`config.mk`:
```
export PLATFORM = sky130hd
export DESIGN_NAME = bcd_to_binary
export DESIGN_NICKNAME = d
export VERILOG_FILES = /design/src/rtl/bcd_to_binary.sv
export SDC_FILE = /design/constraint.sdc
export NUM_CORES = 1
export LEC_CHECK = 0
export BUFFER_PORTS_ARGS = -buffer_cell sky130_fd_sc_hd__buf_4
export CELL_PAD_IN_SITES_DETAIL_PLACEMENT = 1
export CELL_PAD_IN_SITES_GLOBAL_PLACEMENT = 1
export CORE_MARGIN = 10
export CORE_UTILIZATION = 30
export DETAILED_ROUTE_END_ITERATION = 7
export PLACE_DENSITY_LB_ADDON = 0.1
export RECOVER_POWER = 25
export SYNTH_ARGS = -nofsm -noshare
export SYNTH_HDL_FRONTEND = slang
export SYNTH_SLANG_ARGS = --single-unit
```
`constraint.sdc`:
```
create_clock -name clock -period 3.55 [get_ports clock]
set_input_delay 0.71 -clock clock [delete_from_list [all_inputs] [get_ports clock]]
set_output_delay 0.71 -clock clock [all_outputs]
set_load 0.02 [all_outputs]
```
`src/rtl/bcd_to_binary.sv`:
```
// Sequential BCD-to-binary converter (reverse double-dabble), one bit per SHIFT/ADJUST pair.
// Optional digit checker enabled by defining BCD_TO_BINARY_CHECK_EN.
module bcd_to_binary #(
    parameter int DECIMAL_DIGITS = 6,
    parameter int OUTPUT_WIDTH   = 20
) (
    input  logic                          clock,
    input  logic                          reset_bcdcounter,
    input  logic                          start,
    input  logic [4*DECIMAL_DIGITS-1:0]   bcd_in,
    output logic                          busy,
    output logic [OUTPUT_WIDTH-1:0]       binary_out,
    output logic                          valid,
    output logic                          invalid
);

    localparam int BCD_W = 4 * DECIMAL_DIGITS;
    localparam int SR_W  = 2 * BCD_W;
    localparam int CNT_W = $clog2(BCD_W + 1);
    localparam logic [CNT_W-1:0] LAST_CNT = CNT_W'(BCD_W);

    typedef enum logic [1:0] {
        S_IDLE,
        S_SHIFT,
        S_ADJUST,
        S_DONE
    } state_t;

    state_t                  state_q, state_d;
    logic [SR_W-1:0]         sr_q, sr_d;
    logic [CNT_W-1:0]        cnt_q, cnt_d;
    logic                    busy_q, busy_d;
    logic                    valid_q, valid_d;
    logic [OUTPUT_WIDTH-1:0] bin_q, bin_d;
    logic [OUTPUT_WIDTH-1:0] result;
    logic                    accept;
    logic                    complete;

    // A digit whose MSB was filled by the neighbour's shifted-out bit counts 8 but means 5.
    function automatic logic [BCD_W-1:0] adjust_digits(input logic [BCD_W-1:0] digits);
        logic [BCD_W-1:0] r;
        r = digits;
        for (int i = 0; i < DECIMAL_DIGITS; i++) begin
            if (digits[4*i+3]) r[4*i +: 4] = digits[4*i +: 4] - 4'd3;
        end
        return r;
    endfunction

    assign accept   = (state_q == S_IDLE) && start;
    assign complete = (state_q == S_ADJUST) && (cnt_q == LAST_CNT);

    always_ff @(posedge clock or posedge reset_bcdcounter) begin
        if (reset_bcdcounter) begin
            state_q <= S_IDLE;
            sr_q    <= '0;
            cnt_q   <= '0;
            busy_q  <= 1'b0;
            valid_q <= 1'b0;
            bin_q   <= '0;
        end else begin
            state_q <= state_d;
            sr_q    <= sr_d;
            cnt_q   <= cnt_d;
            busy_q  <= busy_d;
            valid_q <= valid_d;
            bin_q   <= bin_d;
        end
    end

    always_comb begin
        state_d = state_q;
        case (state_q)
            S_IDLE:   if (start) state_d = S_SHIFT;
            S_SHIFT:  state_d = S_ADJUST;
            S_ADJUST: state_d = (cnt_q == LAST_CNT) ? S_DONE : S_SHIFT;
            S_DONE:   state_d = S_IDLE;
            default:  state_d = S_IDLE;
        endcase
    end

    always_comb begin
        sr_d    = sr_q;
        cnt_d   = cnt_q;
        busy_d  = busy_q;
        valid_d = 1'b0;
        bin_d   = bin_q;
        case (state_q)
            S_IDLE: begin
                if (start) begin
                    sr_d   = {bcd_in, {BCD_W{1'b0}}};
                    cnt_d  = '0;
                    busy_d = 1'b1;
                end
            end
            S_SHIFT: begin
                sr_d  = sr_q >> 1;
                cnt_d = cnt_q + CNT_W'(1);
            end
            S_ADJUST: begin
                sr_d = {adjust_digits(sr_q[SR_W-1:BCD_W]), sr_q[BCD_W-1:0]};
                if (complete) begin
                    bin_d   = result;
                    valid_d = 1'b1;
                end
            end
            S_DONE: begin
                busy_d = 1'b0;
            end
            default: ;
        endcase
    end

`ifdef BCD_TO_BINARY_CHECK_EN
    logic bad_q, bad_d;
    logic inv_q, inv_d;

    always_comb begin
        bad_d = bad_q;
        if (accept) begin
            bad_d = 1'b0;
            for (int i = 0; i < DECIMAL_DIGITS; i++) begin
                if (bcd_in[4*i +: 4] > 4'd9) bad_d = 1'b1;
            end
        end
        inv_d = complete ? bad_q : inv_q;
    end

    always_ff @(posedge clock or posedge reset_bcdcounter) begin
        if (reset_bcdcounter) begin
            bad_q <= 1'b0;
            inv_q <= 1'b0;
        end else begin
            bad_q <= bad_d;
            inv_q <= inv_d;
        end
    end

    assign result  = bad_q ? '0 : OUTPUT_WIDTH'(sr_q[BCD_W-1:0]);
    assign invalid = inv_q;
`else
    assign result  = OUTPUT_WIDTH'(sr_q[BCD_W-1:0]);
    assign invalid = 1'b0;
`endif

    assign busy       = busy_q;
    assign valid      = valid_q;
    assign binary_out = bin_q;

endmodule

```
==> flow_summary.ini <==
[status]
outcome = finished, final reports clean

[synthesis]
yosysMostFrequentCell = nand2_1
ys_async_sr_fraction_pct = 100
avgSynthCellArea_um2 = 9.81
synthTopCellsByCount = nand2_1, dfrtp_1, o21ai_0
synthesis.area_mm2 = 0.00385
synth_largest_area_cell = dfrtp_1
netlist_instances = 393
synth_area_leaders = dfrtp_1, nand2_1, mux2_4
synth_ff_type = dfrtp_1
seq_area_frac_synth_pct = 50.0
yosysWarningCount = 0
synth-seq-cells = 77
synth_edf_count = 0
yosysUniqueCellTypes = 30
synth_fp_nets = 432
synth_top_area_share_pct = 50.0

[sta]
finalSetupViolations = 0
post-route-period-util_pct = 70.2
fin_setup_tns_ps = 0
hold_slack_ps = 478
min_period_ps = 2490
finalClockSkew_ps = 4.75
rsz0062_at_grt = no
slew_headroom_pct = 12.9
hold_violations = 0
fmax_mhz = 401
worst_slew_pin_slew_ps = 1310
finalMaxSlewViolations = 0

[clock_tree]
hold_buffers = 0
htreeDepth = 3
tritoncts = yes
cts_setup_buffers = 0
cts.clk_slew.worst_paths_ps = 60
clock_latency_ps = 340
clk_path_buf_depth = 2
cts.sinks = 77
root_buffer = clkbuf_16
cts_buffers = 9
cts.repair.resized = 0

[detailed_routing]
avgRoutedWirePerCell_um = 15.1
drt_iter0_markers = 183
ant_nets = 0
via_per_inst = 4.70
drtPass1Iterations = 4
drc = 0
wl_mm = 9.22
num_vias = 2862

[global_route]
grt_max_degree = 53
overflow = 0
use_met2_pct = 18.1
busiest_layer = met2
antenna_found_initial = 0
grt_pass1_vias = 3081
grt_pass1_wl_mm = 15.9
use_met1_pct = 12.9
grtUsageTotal_pct = 10.9
met3_usage_pct = 4.02

[setup_path]
crit_path_start_kind = primary input
cp.required_ps = 3790
crit_type = in2async
arrival_ps = 2730
cp-end-kind = async pin
critPathMaxFanout = 52

[finish]
layout-drive-gt1-share_pct = 24.0
area_growth_pct = 20.7
final_core_util_pct = 36.9
fin_cells = 609
multi_input_area_mm2 = 0.00170
nets = 471
seqCellArea_mm2 = 0.00193
antenna_cells = 0
fillers = 1461

[floorplanning]
die_area_mm2 = 0.0178
fp.coreArea_mm2 = 0.0126
die_width_um = 133
row_count = 41
start_util_pct = 30.5
io_pins = 50
die_h_um = 133

[worst_hold_path]
hold_class = reg2reg

[power_and_ir_drop]
p_per_area_mw_per_mm2 = 442
leakage_nw = 2.18
total_power_mw = 2.06
vdd_ir_drop_max_v = 0.000251

[placement]
dp.final_hpwl_mm = 6.12
gp_congestion = 0.768
portBuffers = 48
placed_cells = 593

[job]
cap_violations = 0
## layer usage
layer,share of wire [%],wire (um)
met1,45,4150
met2,49,4490
met3,4.6,426
met4,1.6,148
met5,0,0
## worst paths after layout
kind,startpoint,endpoint,slack [ps],cells after the start
max,reset_bcdcounter,sr_q[17],1060,3
min,busy,busy,480,2
max reg2reg,state_q[0],sr_q[15],1160,5
min reg2reg,busy,busy,480,2
max in group clock,state_q[0],sr_q[15],1160,5
min in group asynchronous,reset_bcdcounter,sr_q[34],640,2
## report_power, final
part	switching (mW)	internal, mW
logic	0.0848	0.0808
registers	0.0218	0.911
clock network	0.391	0.569
## critical path: stages
cell,delay [ps]
clkbuf_4,110
inv_1,760
clkbuf_2,1100
## kinds of logic after synthesis
logic type	synth area share [%]
flip-flops	50.0
multiplexers	13.2
buffers and inverters	5.88
AND/OR/NAND/NOR	12.0
other	0.0973
XOR/XNOR	1.36
adder cells (fa/ha/maj)	3.90
AO/OA/AOI/OAI	13.5
## stage by stage
stage,setup WS [ps],cell area [um2]
final,1060,4650
after floorplan,873,3850
after detailed placement,1100,4360
after global placement,1140,4360
after global routing,540,4650
after CTS,1090,4670
## flip-flops by register name (all words and copies together) (netlist names)
name	cells
binary_out	20
sr_q	48
cnt_q	5
busy	1
state_q	2
valid	1
## final cells by class
type	instances	area share (%)
multi-input cells	264	36.6
inverters	26	2.10
clock inverters	6	1.48
well taps	172	4.62
flip-flops and latches	77	41.4
clock buffers	10	5.14
repair buffers	54	8.66
## placed cells by master (no fill, tap or decap), types with 2 or more instances in the layout
cell type	Yosys	final
nand2_1	88	88
dfrtp_1	77	77
buf_4	2	52
o21ai_0	41	41
inv_1	26	26
a21oi_1	19	19
mux2_4	18	18
mux2_2	15	15
ha_1	12	11
o211ai_1	10	10
nand3_1	9	9
a31oi_1	9	9
nor2_1	9	9
clkbuf_16	0	9
mux2i_1	7	7
xnor2_1	6	6
o22ai_1	6	6
a22o_1	3	3
nand3b_1	2	2
nand2b_1	2	2
and3_1	2	2
inv_6	0	2
No activity file was read; power rests on OpenSTA's default activity.
